**src/rtl/rca_pipe.sv**
```systemverilog
// rtl/rca_pipe.sv - pipelined ripple-carry adder/subtractor with valid/ready handshakes
//
// The WIDTH-bit carry chain is split into STAGES chunks of CHUNK = WIDTH/STAGES bits.
// Each stage adds one chunk and registers its carry for the next stage. Operands that
// later stages still need travel alongside in skew registers. Sum chunks that are
// already finished travel alongside in deskew registers. The whole pipe advances only
// when the output slot is empty or is being drained.
//
// Parameters:
//   WIDTH   operand/sum width in bits; must be a multiple of STAGES
//   STAGES  number of pipeline stages (latency in cycles), >= 1
//
// Ports:
//   clk, rst             clock (rising edge); asynchronous active-high reset
//   in_valid, in_ready   operand beat handshake
//   a, b, cin, sub       operands; sub=1 gives a-b and ignores cin
//   out_valid, out_ready result handshake
//   sum, cout            result and carry-out of bit WIDTH-1 (for sub, 1 means no borrow)
//   ovf                  signed overflow; this port exists only when RCA_PIPE_OVF_EN is defined
//
// Build option: define RCA_PIPE_OVF_EN to add the ovf output.

module rca_pipe #(
  parameter int WIDTH  = 8,
  parameter int STAGES = 2
) (
  input  logic             clk,
  input  logic             rst,
  input  logic             in_valid,
  output logic             in_ready,
  input  logic [WIDTH-1:0] a,
  input  logic [WIDTH-1:0] b,
  input  logic             cin,
  input  logic             sub,
  output logic             out_valid,
  input  logic             out_ready,
  output logic [WIDTH-1:0] sum,
  output logic             cout
`ifdef RCA_PIPE_OVF_EN
  ,
  output logic             ovf
`endif
);

  localparam int CHUNK = WIDTH / STAGES;

  generate
    if (STAGES < 1 || (WIDTH % STAGES) != 0) begin : g_bad_cfg
      $fatal(1, "rca_pipe: WIDTH must be a multiple of STAGES and STAGES must be >= 1");
    end
  endgenerate

  // Per-stage registers. The operand registers of stage k hold the full operands,
  // but only the chunks above k are read by later stages.
  logic [STAGES-1:0] vld;
  logic [STAGES-1:0] creg;
  logic [WIDTH-1:0]  areg [STAGES];
  logic [WIDTH-1:0]  breg [STAGES];
  logic [WIDTH-1:0]  sreg [STAGES];

  logic              adv;
  logic [WIDTH-1:0]  bp;
  logic              c0;

  logic [WIDTH-1:0]  nxt_s [STAGES];
  logic [STAGES-1:0] nxt_c;
  logic [WIDTH-1:0]  src_a;
  logic [WIDTH-1:0]  src_b;
  logic [WIDTH-1:0]  src_s;
  logic              src_c;
  logic [CHUNK:0]    chunk_sum;

`ifdef RCA_PIPE_OVF_EN
  logic              nxt_ovf;
  logic              ovf_q;
`endif

  assign adv      = !out_valid || out_ready;
  assign in_ready = adv;

  // Subtraction is a + ~b + 1, so the inversion and the forced carry-in apply up front.
  assign bp = sub ? ~b : b;
  assign c0 = sub ? 1'b1 : cin;

  always_comb begin
    src_a     = '0;
    src_b     = '0;
    src_s     = '0;
    src_c     = 1'b0;
    chunk_sum = '0;
    nxt_c     = '0;
`ifdef RCA_PIPE_OVF_EN
    nxt_ovf   = 1'b0;
`endif
    for (int k = 0; k < STAGES; k++) begin
      nxt_s[k] = '0;
    end

    for (int k = 0; k < STAGES; k++) begin
      if (k == 0) begin
        src_a = a;
        src_b = bp;
        src_s = '0;
        src_c = c0;
      end else begin
        src_a = areg[(k > 0) ? k - 1 : 0];
        src_b = breg[(k > 0) ? k - 1 : 0];
        src_s = sreg[(k > 0) ? k - 1 : 0];
        src_c = creg[(k > 0) ? k - 1 : 0];
      end
      chunk_sum = {1'b0, src_a[k*CHUNK +: CHUNK]}
                + {1'b0, src_b[k*CHUNK +: CHUNK]}
                + {{CHUNK{1'b0}}, src_c};
      nxt_s[k]                  = src_s;
      nxt_s[k][k*CHUNK +: CHUNK] = chunk_sum[CHUNK-1:0];
      nxt_c[k]                  = chunk_sum[CHUNK];
`ifdef RCA_PIPE_OVF_EN
      // The carry into the MSB is recovered from the MSB sum bit: s = a ^ b ^ c_in.
      if (k == STAGES - 1) begin
        nxt_ovf = src_a[WIDTH-1] ^ src_b[WIDTH-1] ^ chunk_sum[CHUNK-1] ^ chunk_sum[CHUNK];
      end
`endif
    end
  end

  always_ff @(posedge clk or posedge rst) begin
    if (rst) begin
      vld  <= '0;
      creg <= '0;
      for (int k = 0; k < STAGES; k++) begin
        areg[k] <= '0;
        breg[k] <= '0;
        sreg[k] <= '0;
      end
`ifdef RCA_PIPE_OVF_EN
      ovf_q <= 1'b0;
`endif
    end else if (adv) begin
      // When adv=1, in_ready=1, so stage 0 takes in_valid directly. A bubble enters as valid=0.
      for (int k = 0; k < STAGES; k++) begin
        if (k == 0) begin
          vld[k]  <= in_valid;
          areg[k] <= a;
          breg[k] <= bp;
        end else begin
          vld[k]  <= vld[(k > 0) ? k - 1 : 0];
          areg[k] <= areg[(k > 0) ? k - 1 : 0];
          breg[k] <= breg[(k > 0) ? k - 1 : 0];
        end
        sreg[k] <= nxt_s[k];
      end
      creg <= nxt_c;
`ifdef RCA_PIPE_OVF_EN
      ovf_q <= nxt_ovf;
`endif
    end
  end

  assign out_valid = vld[STAGES-1];
  assign sum       = sreg[STAGES-1];
  assign cout      = creg[STAGES-1];
`ifdef RCA_PIPE_OVF_EN
  assign ovf       = ovf_q;
`endif

  // The last stage's operand copies have no consumer.
  logic unused_skew;
  assign unused_skew = ^{areg[STAGES-1], breg[STAGES-1]};

endmodule
```
**config.mk**
```make
export PLATFORM = sky130hd
export DESIGN_NAME = rca_pipe
export DESIGN_NICKNAME = d
export VERILOG_FILES = /design/src/rtl/rca_pipe.sv
export SDC_FILE = /design/constraint.sdc
export NUM_CORES = 1
export LEC_CHECK = 0
export CORE_UTILIZATION = 43
export DETAILED_ROUTE_END_ITERATION = 8
export PLACE_DENSITY = 0.79
export SLEW_MARGIN = 20
export SYNTH_ARGS = -nofsm -noshare
export SYNTH_HDL_FRONTEND = slang
export SYNTH_SLANG_ARGS = --single-unit
export TNS_END_PERCENT = 5
```
**constraint.sdc**
```tcl
create_clock -name clk -period 1.8 [get_ports clk]
set_clock_uncertainty 0.2 [all_clocks]
set_input_delay 0.27 -clock clk [delete_from_list [all_inputs] [get_ports clk]]
set_output_delay 0.27 -clock clk [all_outputs]
set_load 0.005 [all_outputs]
```
==> flow_metrics.py, run 1 <==
metrics = {
    "run_status": {
        "status": "finished clean",
    },
    "synth": {
        "yosysUniqueCellTypes": 22,
        "syn_area_per_cell_sq_um": 10.08,
        "ys_seq_elements": 24,
        "ys_seq_area_share_pct": 46.92,
        "synth_top_cell_by_area": "dfrtp_1",
        "synth-main-ff-cell": "dfrtp_1",
        "synth-async-reset-ratio_pct": 100.0,
        "synth_edf_count": 0,
        "synth_cells": 127,
        "synth_area_sq_um": 1280,
        "synth_nets": 159,
        "ys_warn_count": 0,
        "synth_top_area_share_pct": 46.92,
        "synth_area_leaders": "dfrtp_1 (47%), nand2_1 (12%), fa_1 (6.3%)",
    },
    "sta": {
        "fmax_mhz": 560.9,
        "finalSetupViolations": 0,
        "slew_headroom_pct": 79.78,
        "holdWs_ps": 85.68,
        "period_minus_slack_ps": 1783,
        "rsz0062_at_grt": "true",
        "hold_violations": 0,
        "slew_violations": 0,
        "period_share_pct": 99.05,
        "tightest_slew_ps": 303.2,
    },
    "critical_path": {
        "crit_required_ps": 1800,
        "crit_cells": 7,
        "reg2reg_from": "src_b[4]$_DFFE_PP0P_",
        "cp-end-kind": "register",
        "arrival_ps": 1790,
        "max_stage_delay_ps": 390,
        "r2r_slack_ps": 80,
        "worstPathMaxFanout": 4,
        "critical_path_class": "in2reg",
        "ff2ff_path_depth": 4,
        "cp-start-kind": "input port",
        "r2r_end": "sum[5]$_DFFE_PP0P_",
        "cp_top_family": "adder cells",
        "crit_buf_inv": 1,
        "cp_slowest_cell": "fa_2",
        "crit_chain": "buf_2 -> or2_4 -> fa_2 -> fa_2 -> a21o_1 -> a21oi_2 -> a21oi_2",
    },
    "placement": {
        "dp.cells": 191,
        "dp_hpwl_um": 1864,
        "globalplace.congestion": 0.7412,
        "numPortBuffers": 32,
        "post_dp_cell_area_sq_um": 1643,
    },
    "die": {
        "ios": 33,
        "core_area_sq_um": 2781,
        "die_h_um": 56.56,
        "die-area_sq_um": 3199,
        "placementRows": 19,
        "start_util_pct": 46.02,
        "die_w_um": 56.56,
    },
    "global_routing": {
        "grt_pass1_vias": 995,
        "grt_antenna_before_repair": 0,
        "grt_max_degree": 26,
        "grt_usage_pct": 16.73,
        "overflow": 0,
        "grt_pass1_wl_um": 4140,
    },
    "clock_network": {
        "clock_sinks": 24,
        "clk_latency_ps": 300,
        "cts_buffers": 3,
        "cts_tree": "done",
        "clkTransAtPathRegs_ps": 120,
        "cts_buffer_depth": 2,
        "h-tree-depth": 1,
        "postCtsHoldBufs": 0,
        "cts-root-buf": "clkbuf_4",
    },
    "power_and_ir_drop": {
        "pwr_density_cell_nw_per_um2": 977.1,
        "switching_power_mw": 0.5034,
        "leakage_nw": 0.8201,
        "design_power_total_mw": 1.683,
        "pwr-share-clk_pct": 16.4,
        "netSwitchingFraction_pct": 29.90,
        "seq_power_share_pct": 45.0,
        "internal_power_mw": 1.180,
        "comb_power_share_pct": 38.7,
        "ir_drop_mv": 0.6417,
    },
    "layout": {
        "stdcell_area_sq_um": 1723,
        "instances_no_fill": 200,
        "layout-drive-gt1-share_pct": 21.30,
        "antennaDiodeCount": 0,
        "area_delta_synth_final_pct": 34.60,
        "fillers": 244,
        "final_cell_mix": "nand2_1 (42), clkdlybuf4s50_1 (27), dfrtp_1 (24)",
        "num-nets-final": 202,
        "layout_commonest_cell": "nand2_1",
    },
    "route": {
        "drc": 0,
        "ant_nets": 0,
        "wl_per_cell_um": 12.10,
        "dr.pass1.iters": 3,
        "dr.first_iter.drc_count": 7,
        "vias": 966,
        "viasPerCell": 4.830,
        "wirelength_um": 2419,
    },
    "worst_hold_path": {
        "min_path_type": "in2async",
    },
    "flow_run": {
        "maxCapViolations": 0,
    },
}
[metrics by stage]
stage	worst slack, ps	util (%)	setup TNS [ps]
2_1_floorplan	-277.9	-	-628.9
3_3_place_gp	-693.9	59.06	-2532
3_5_place_dp	-736.4	59.06	-2710
4_1_cts	-6.402	61.04	-6.402
5_1_grt	-42.22	61.94	-63.89
6_report	17.17	61.94	0
[sequential cells by signal, indices dropped and copies added, names as in the netlist]
name,cells
sum,8
src_a,4
src_b,4
src_s,4
creg,2
vld,2
[per-layer routing]
metal  wire (um)  GRT usage, %  up-vias
met5           0             0        -
met3          94         1.382        2
met2        1258         30.59       27
li1            -             -      483
met4          27         7.317        0
met1        1038         19.85      454
[synthesized netlist by cell type (all sizes together), types with 2 or more instances]
cell type / number
buf: 6
nand2: 42
fa: 4
ha: 6
nor2b: 2
xnor2: 4
inv: 6
dfrtp: 24
o21ai: 11
xor2: 7
a21o: 3
a21oi: 6
nor2: 4
[cell type report]
class,count,area (sq um),share of cell area [%]
tap,31,38.79,2.251
clock buffer,4,36.28,2.106
sequential,24,600.6,34.86
multi-input combinational,91,618.1,35.88
timing repair buffer,44,401.6,23.31
inverter,6,27.53,1.598
[how the worst max path moves through the flow]
stage	start	end	slack [ps]
after floorplan	sub	creg[0]$_DFFE_PP0P_	-280
after global placement	sub	creg[0]$_DFFE_PP0P_	-690
after detailed placement	sub	creg[0]$_DFFE_PP0P_	-740
after CTS	b[0]	creg[0]$_DFFE_PP0P_	-6
after global routing	src_b[4]$_DFFE_PP0P_	creg[1]$_DFFE_PP0P_	-40
final	sub	creg[0]$_DFFE_PP0P_	20
[tightest hold or removal path, stage by stage]
cell and delay (ps):
clkdlybuf4s50_1 390, inv_1 50, buf_4 290
[power by group through the flow]
stage	clock network [mW]	registers (mW)	logic [mW]
2_1_floorplan	0	0.768	0.337
3_3_place_gp	0	0.764	0.592
3_5_place_dp	0	0.774	0.620
4_1_cts	0.286	0.763	0.628
5_1_grt	0.310	0.781	0.719
6_report	0.275	0.757	0.651
[timing repair]
action,CTS,global route
pin swaps,6,10
gates resized for setup,12,5
setup endpoints to repair,6,5
buffers inserted,2,3
[kinds of logic after synthesis]
| logic type | count (synthesis) | share of synthesized area (%) |
|---|---|---|
| AOI/OAI and AO/OA | 20 | 10.17 |
| xor gates and xnor gates | 11 | 7.527 |
| adders and majority gates | 10 | 12.12 |
| buffers and inverters | 12 | 6.842 |
| DFF | 24 | 46.92 |
| and+or+nand+nor | 50 | 16.42 |
Power figures use the tool's default switching activity.
==> run 2: changes to the inputs <==
--- a/config.mk
+++ b/config.mk
@@ -6,6 +6,7 @@
 export NUM_CORES = 1
 export LEC_CHECK = 0
 export CORE_UTILIZATION = 43
+export CTS_BUF_LIST = sky130_fd_sc_hd__clkbuf_8 sky130_fd_sc_hd__clkbuf_16
 export DETAILED_ROUTE_END_ITERATION = 8
 export PLACE_DENSITY = 0.79
 export SLEW_MARGIN = 20
==> run 2 against run 1 <==
  * Power is 4.3% higher
  * Clock power is 31% higher
  * Cell count is 0.50% lower
  * First-iteration DRC count is 29% higher
  * Clock-buffer cell count stayed put
  * Critical path type unchanged
  * Largest cell class unchanged
  * Largest power group unchanged
==> flow_metrics.py, run 2 (synthesis results as in run 1) <==
metrics = {
    "global_routing": {
        "grt_pass1_wl_um": 4119,
        "overflow": 0,
        "grt_pass1_vias": 1006,
        "busiest_layer": "met2",
        "grt_usage_pct": 16.87,
        "grt_max_degree": 26,
        "grt_antenna_before_repair": 0,
        "met1_usage_pct": 19.36,
        "grt_util_met2_pct": 30.59,
        "grtUsageMet3_pct": 2.074,
    },
    "layout": {
        "area_delta_synth_final_pct": 35.39,
        "layout-drive-gt1-share_pct": 21.43,
        "fillers": 240,
        "antennaDiodeCount": 0,
        "multi_input_area_sq_um": 618.1,
        "final_cell_mix": "nand2_1 (42), clkdlybuf4s50_1 (25), dfrtp_1 (24)",
        "seq_area_sq_um": 600.6,
        "fin_util_pct": 62.30,
        "num-nets-final": 201,
        "instances_no_fill": 199,
        "largest_reg_flops": 8,
        "layout_commonest_cell": "nand2_1",
    },
    "die": {
        "die-area_sq_um": 3199,
        "core_area_sq_um": 2781,
        "placementRows": 19,
        "die_h_um": 56.56,
        "die_w_um": 56.56,
        "ios": 33,
        "start_util_pct": 46.02,
    },
    "sta": {
        "slew_violations": 0,
        "period_minus_slack_ps": 1749,
        "worst_slack_ps": 50.76,
        "fin_setup_tns_ps": 0,
        "rsz0062_at_grt": "true",
        "hold_violations": 0,
        "finalSetupViolations": 0,
        "period_share_pct": 97.18,
        "tightest_slew_ps": 305.1,
        "slew_headroom_pct": 79.66,
        "fmax_mhz": 571.7,
    },
    "critical_path": {
        "critical_path_class": "in2reg",
        "crit_required_ps": 1750,
        "cp-start-kind": "input port",
        "worstPathMaxFanout": 4,
        "cp-end-kind": "register",
        "cp_slowest_cell": "fa_2",
        "arrival_ps": 1700,
        "crit_chain": "buf_6 -> or2_4 -> fa_2 -> fa_2 -> a21o_1 -> a21oi_2 -> a21oi_2",
        "max_stage_delay_ps": 360,
    },
    "placement": {
        "dp_slack_ps": -736.4,
        "numPortBuffers": 32,
        "dp.cells": 191,
        "globalplace.congestion": 0.7412,
        "dp_hpwl_um": 1864,
    },
    "route": {
        "viasPerCell": 4.859,
        "ant_nets": 0,
        "dr.first_iter.drc_count": 9,
        "wl_per_cell_um": 12.14,
        "wirelength_um": 2415,
        "drc": 0,
        "dr.pass1.iters": 4,
        "vias": 967,
    },
    "power_and_ir_drop": {
        "design_power_total_mw": 1.756,
        "ir_drop_mv": 0.7724,
        "leakage_nw": 0.8343,
        "pwr_density_cell_nw_per_um2": 1013,
    },
    "clock_network": {
        "postCtsHoldBufs": 0,
        "cts_buffer_depth": 2,
        "h-tree-depth": 1,
        "cts_tree": "done",
        "clkTransAtPathRegs_ps": 80,
        "clock_sinks": 24,
        "cts-root-buf": "clkbuf_8",
        "clk_latency_ps": 260,
        "cts_buffers": 3,
    },
    "worst_hold_path": {
        "min_path_type": "in2async",
    },
    "run_status": {
        "status": "finished clean",
    },
    "flow_run": {
        "maxCapViolations": 0,
    },
}
-- run 2: cell types whose count changed in the layout (fill, tap and decap cells not counted) --
cell             change
inv_1                +1
buf_6                +1
clkbuf_8             +3
clkdlybuf4s50_1      -2
buf_4                -1
clkdlybuf4s15_1      -1
buf_2                +1
dlymetal6s2s_1       +1
clkbuf_4             -3
inv_2                -1
-- run 2: through the flow --
stage / hold WS [ps] / cell area [sq um]
2_1_floorplan: 84.62 / 1304
3_3_place_gp: 241.9 / 1643
3_5_place_dp: 251.9 / 1643
4_1_cts: 148.6 / 1728
5_1_grt: 165.8 / 1733
6_report: 137.7 / 1733
-- run 2: critical path, delay by kind of cell --
kind,cells,cell delay [ps]
adder cells (fa/ha/maj),2,720
AO/OA/AOI/OAI,3,360
AND/OR/NAND/NOR,1,240
buffers and inverters,1,100
-- run 2: cell type report --
class / count / area share (%)
multi-input combinational: 91 / 35.67
sequential: 24 / 34.66
timing repair buffer: 43 / 22.67
clock buffer: 4 / 3.177
tap: 31 / 2.238
inverter: 6 / 1.588
-- run 2: timing repair --
item,CTS,global route
gates resized for setup,19,5
gates cloned,0,0
buffers inserted,4,0
endpoints found under the setup margin,6,4
pin swaps,7,7
-- run 2: path summary, 6_finish.rpt --
kind	from	end	slack [ps]	cells after the start
max	sub	creg[0]$_DFFE_PP0P_	50	7
min	rst	sum[0]$_DFFE_PP0P_	140	3
max reg2reg	creg[0]$_DFFE_PP0P_	sum[5]$_DFFE_PP0P_	90	4
min reg2reg	vld[0]$_DFFE_PP0P_	vld[1]$_DFFE_PP0P_	270	1
max in group asynchronous	rst	src_b[4]$_DFFE_PP0P_	1030	3
min in group clk	sub	src_b[6]$_DFFE_PP0P_	250	4
-- run 2: where the power goes --
group	internal (mW)	leakage (nW)	switching (mW)
logic	0.367	0.519	0.269
clock network	0.195	0.0288	0.166
registers	0.680	0.287	0.0786
-- run 2: routing by layer --
layer / part of all wire [%] / vias to the layer above
met5: 0 / -
met4: 2.4 / 0
met3: 4.6 / 5
met2: 51 / 30
met1: 42 / 453
li1: - / 479
==> run 3: changes to the inputs <==
--- a/config.mk
+++ b/config.mk
@@ -8,7 +8,7 @@
 export CORE_UTILIZATION = 43
 export CTS_BUF_LIST = sky130_fd_sc_hd__clkbuf_8 sky130_fd_sc_hd__clkbuf_16
 export DETAILED_ROUTE_END_ITERATION = 8
-export PLACE_DENSITY = 0.79
+export PLACE_DENSITY = 0.75
 export SLEW_MARGIN = 20
 export SYNTH_ARGS = -nofsm -noshare
 export SYNTH_HDL_FRONTEND = slang
==> run 3 against run 2 <==
  * Via count is 0.41% lower
  * Cell count fell by 2.0%
  * Utilization is 0.58 points lower
  * Critical endpoint unchanged
  * Setup slack worse by 50 ps
  * Die area did not move
  * Combinational power down 3%
  * Critical path type unchanged
  * Worst hold slack worse by 1.1 ps
  * Clock-buffer cell count fell by 1
  * Design area is 0.94% lower
  * Highest routed layer unchanged
  * First-iteration DRC count increased by 120%
  * Global-route usage about the same
==> flow_metrics.py, run 3 (synthesis results as in run 1) <==
metrics = {
    "route": {
        "drc": 0,
        "viasPerCell": 4.938,
        "ant_nets": 0,
        "vias": 963,
        "dr.first_iter.drc_count": 20,
        "wl_per_cell_um": 12.24,
        "dr.pass1.iters": 4,
        "wirelength_um": 2386,
    },
    "placement": {
        "post_dp_cell_area_sq_um": 1628,
        "numPortBuffers": 32,
        "dp_hpwl_um": 1814,
        "globalplace.congestion": 0.6962,
        "dp_slack_ps": -726.1,
    },
    "power_and_ir_drop": {
        "leakage_nw": 0.8147,
        "design_power_total_mw": 1.865,
        "pwr_density_cell_nw_per_um2": 1087,
        "ir_drop_mv": 0.7496,
    },
    "run_status": {
        "status": "finished clean",
    },
    "layout": {
        "multi_input_area_sq_um": 615.6,
        "antennaDiodeCount": 0,
        "largest_reg_flops": 8,
        "final_cell_mix": "nand2_1 (42), clkdlybuf4s50_1 (25), dfrtp_1 (24)",
        "num-nets-final": 197,
        "layout-drive-gt1-share_pct": 18.90,
        "fillers": 249,
        "seq_area_sq_um": 600.6,
        "layout_commonest_cell": "nand2_1",
        "stdcell_area_sq_um": 1717,
        "area_delta_synth_final_pct": 34.12,
    },
    "clock_network": {
        "clkTransAtPathRegs_ps": 90,
        "cts-root-buf": "clkbuf_8",
        "clock_sinks": 24,
        "cts_buffer_depth": 2,
        "cts_buffers": 3,
        "clk_latency_ps": 270,
        "cts_tree": "done",
        "h-tree-depth": 1,
    },
    "global_routing": {
        "grt_max_degree": 26,
        "grt_usage_pct": 16.91,
        "grt_antenna_before_repair": 0,
        "grt_pass1_wl_um": 4084,
        "overflow": 0,
        "grt_pass1_vias": 902,
    },
    "die": {
        "placementRows": 19,
        "core_area_sq_um": 2781,
        "start_util_pct": 46.02,
        "die_h_um": 56.56,
        "ios": 33,
        "die-area_sq_um": 3199,
        "die_w_um": 56.56,
    },
    "flow_run": {
        "maxCapViolations": 0,
    },
    "worst_hold_path": {
        "min_path_type": "in2async",
    },
    "critical_path": {
        "critical_path_class": "in2reg",
        "critical_path.startpoint": "sub",
        "arrival_ps": 1760,
        "cp-end-kind": "register",
        "crit_required_ps": 1760,
        "cp-start-kind": "input port",
        "worstPathMaxFanout": 3,
        "reg2reg_from": "creg[0]$_DFFE_PP0P_",
    },
    "sta": {
        "worst_slack_ps": 0.4560,
        "period_minus_slack_ps": 1800,
        "period_share_pct": 99.97,
        "rsz0062_at_grt": "true",
        "hold_violations": 0,
        "tightest_slew_ps": 300.7,
        "fmax_mhz": 555.7,
        "finalSetupViolations": 0,
        "slew_headroom_pct": 79.95,
        "slew_violations": 0,
    },
}
-- run 3: critical path, cell delays in order --
cell     delay [ps]
buf_8           100
or2_4           240
fa_2            360
fa_2            380
a21o_1          200
a21oi_2         140
a21oi_2          60
-- run 3: through the flow --
stage	cells	TNS, ps	hold WS [ps]	util [%]
global placement	189	-2531	239.3	58.52
CTS	194	-8.440	152.7	61.27
global route	195	-22.72	182.0	61.72
detailed placement	189	-2711	252.7	58.52
finish	195	0	136.5	61.72
floorplan	127	-628.9	84.62	-
-- run 3: metal layers --
layer	share of wire [%]	vias to the layer above	global-route usage [%]
li1	-	471	-
met1	42	458	21.90
met2	51	29	27.73
met3	3.9	5	2.304
met4	2.3	0	8.362
met5	0	-	0
-- run 3: path summary, 6_finish.rpt --
| kind | endpoint | slack (ps) | cells past startpoint |
|---|---|---|---|
| worst max register to register | sum[5]$_DFFE_PP0P_ | 80 | 4 |
| worst max-delay path | creg[0]$_DFFE_PP0P_ | 0.5 | 7 |
| min in group clk | src_b[6]$_DFFE_PP0P_ | 250 | 4 |
| worst min-delay path | src_a[7]$_DFFE_PP0P_ | 140 | 3 |
| max in group asynchronous | sum[4]$_DFFE_PP0P_ | 1030 | 3 |
| worst min register to register | vld[0]$_DFFE_PP0P_ | 270 | 2 |
-- run 3: report_power, final --
part | total, mW | switching [mW] | internal [mW]
Sequential | 0.766 | 0.0853 | 0.680
Clock | 0.482 | 0.184 | 0.298
Combinational | 0.617 | 0.262 | 0.355
Total | 1.87 | 0.532 | 1.33
-- run 3: what timing repair did --
item	4_1_cts	5_1_grt
setup buffers	1	1
hold buffers	0	0
pin swaps	7	0
gates resized for setup	19	3
setup endpoints to repair	5	5
-- run 3: layout make-up --
type,count,area share [%]
well taps,31,2.259
multi-input cells,91,35.86
flip-flops and latches,24,34.99
inverters,6,1.603
repair buffers,39,21.14
clock buffers,3,2.405
clock inverters,1,1.749
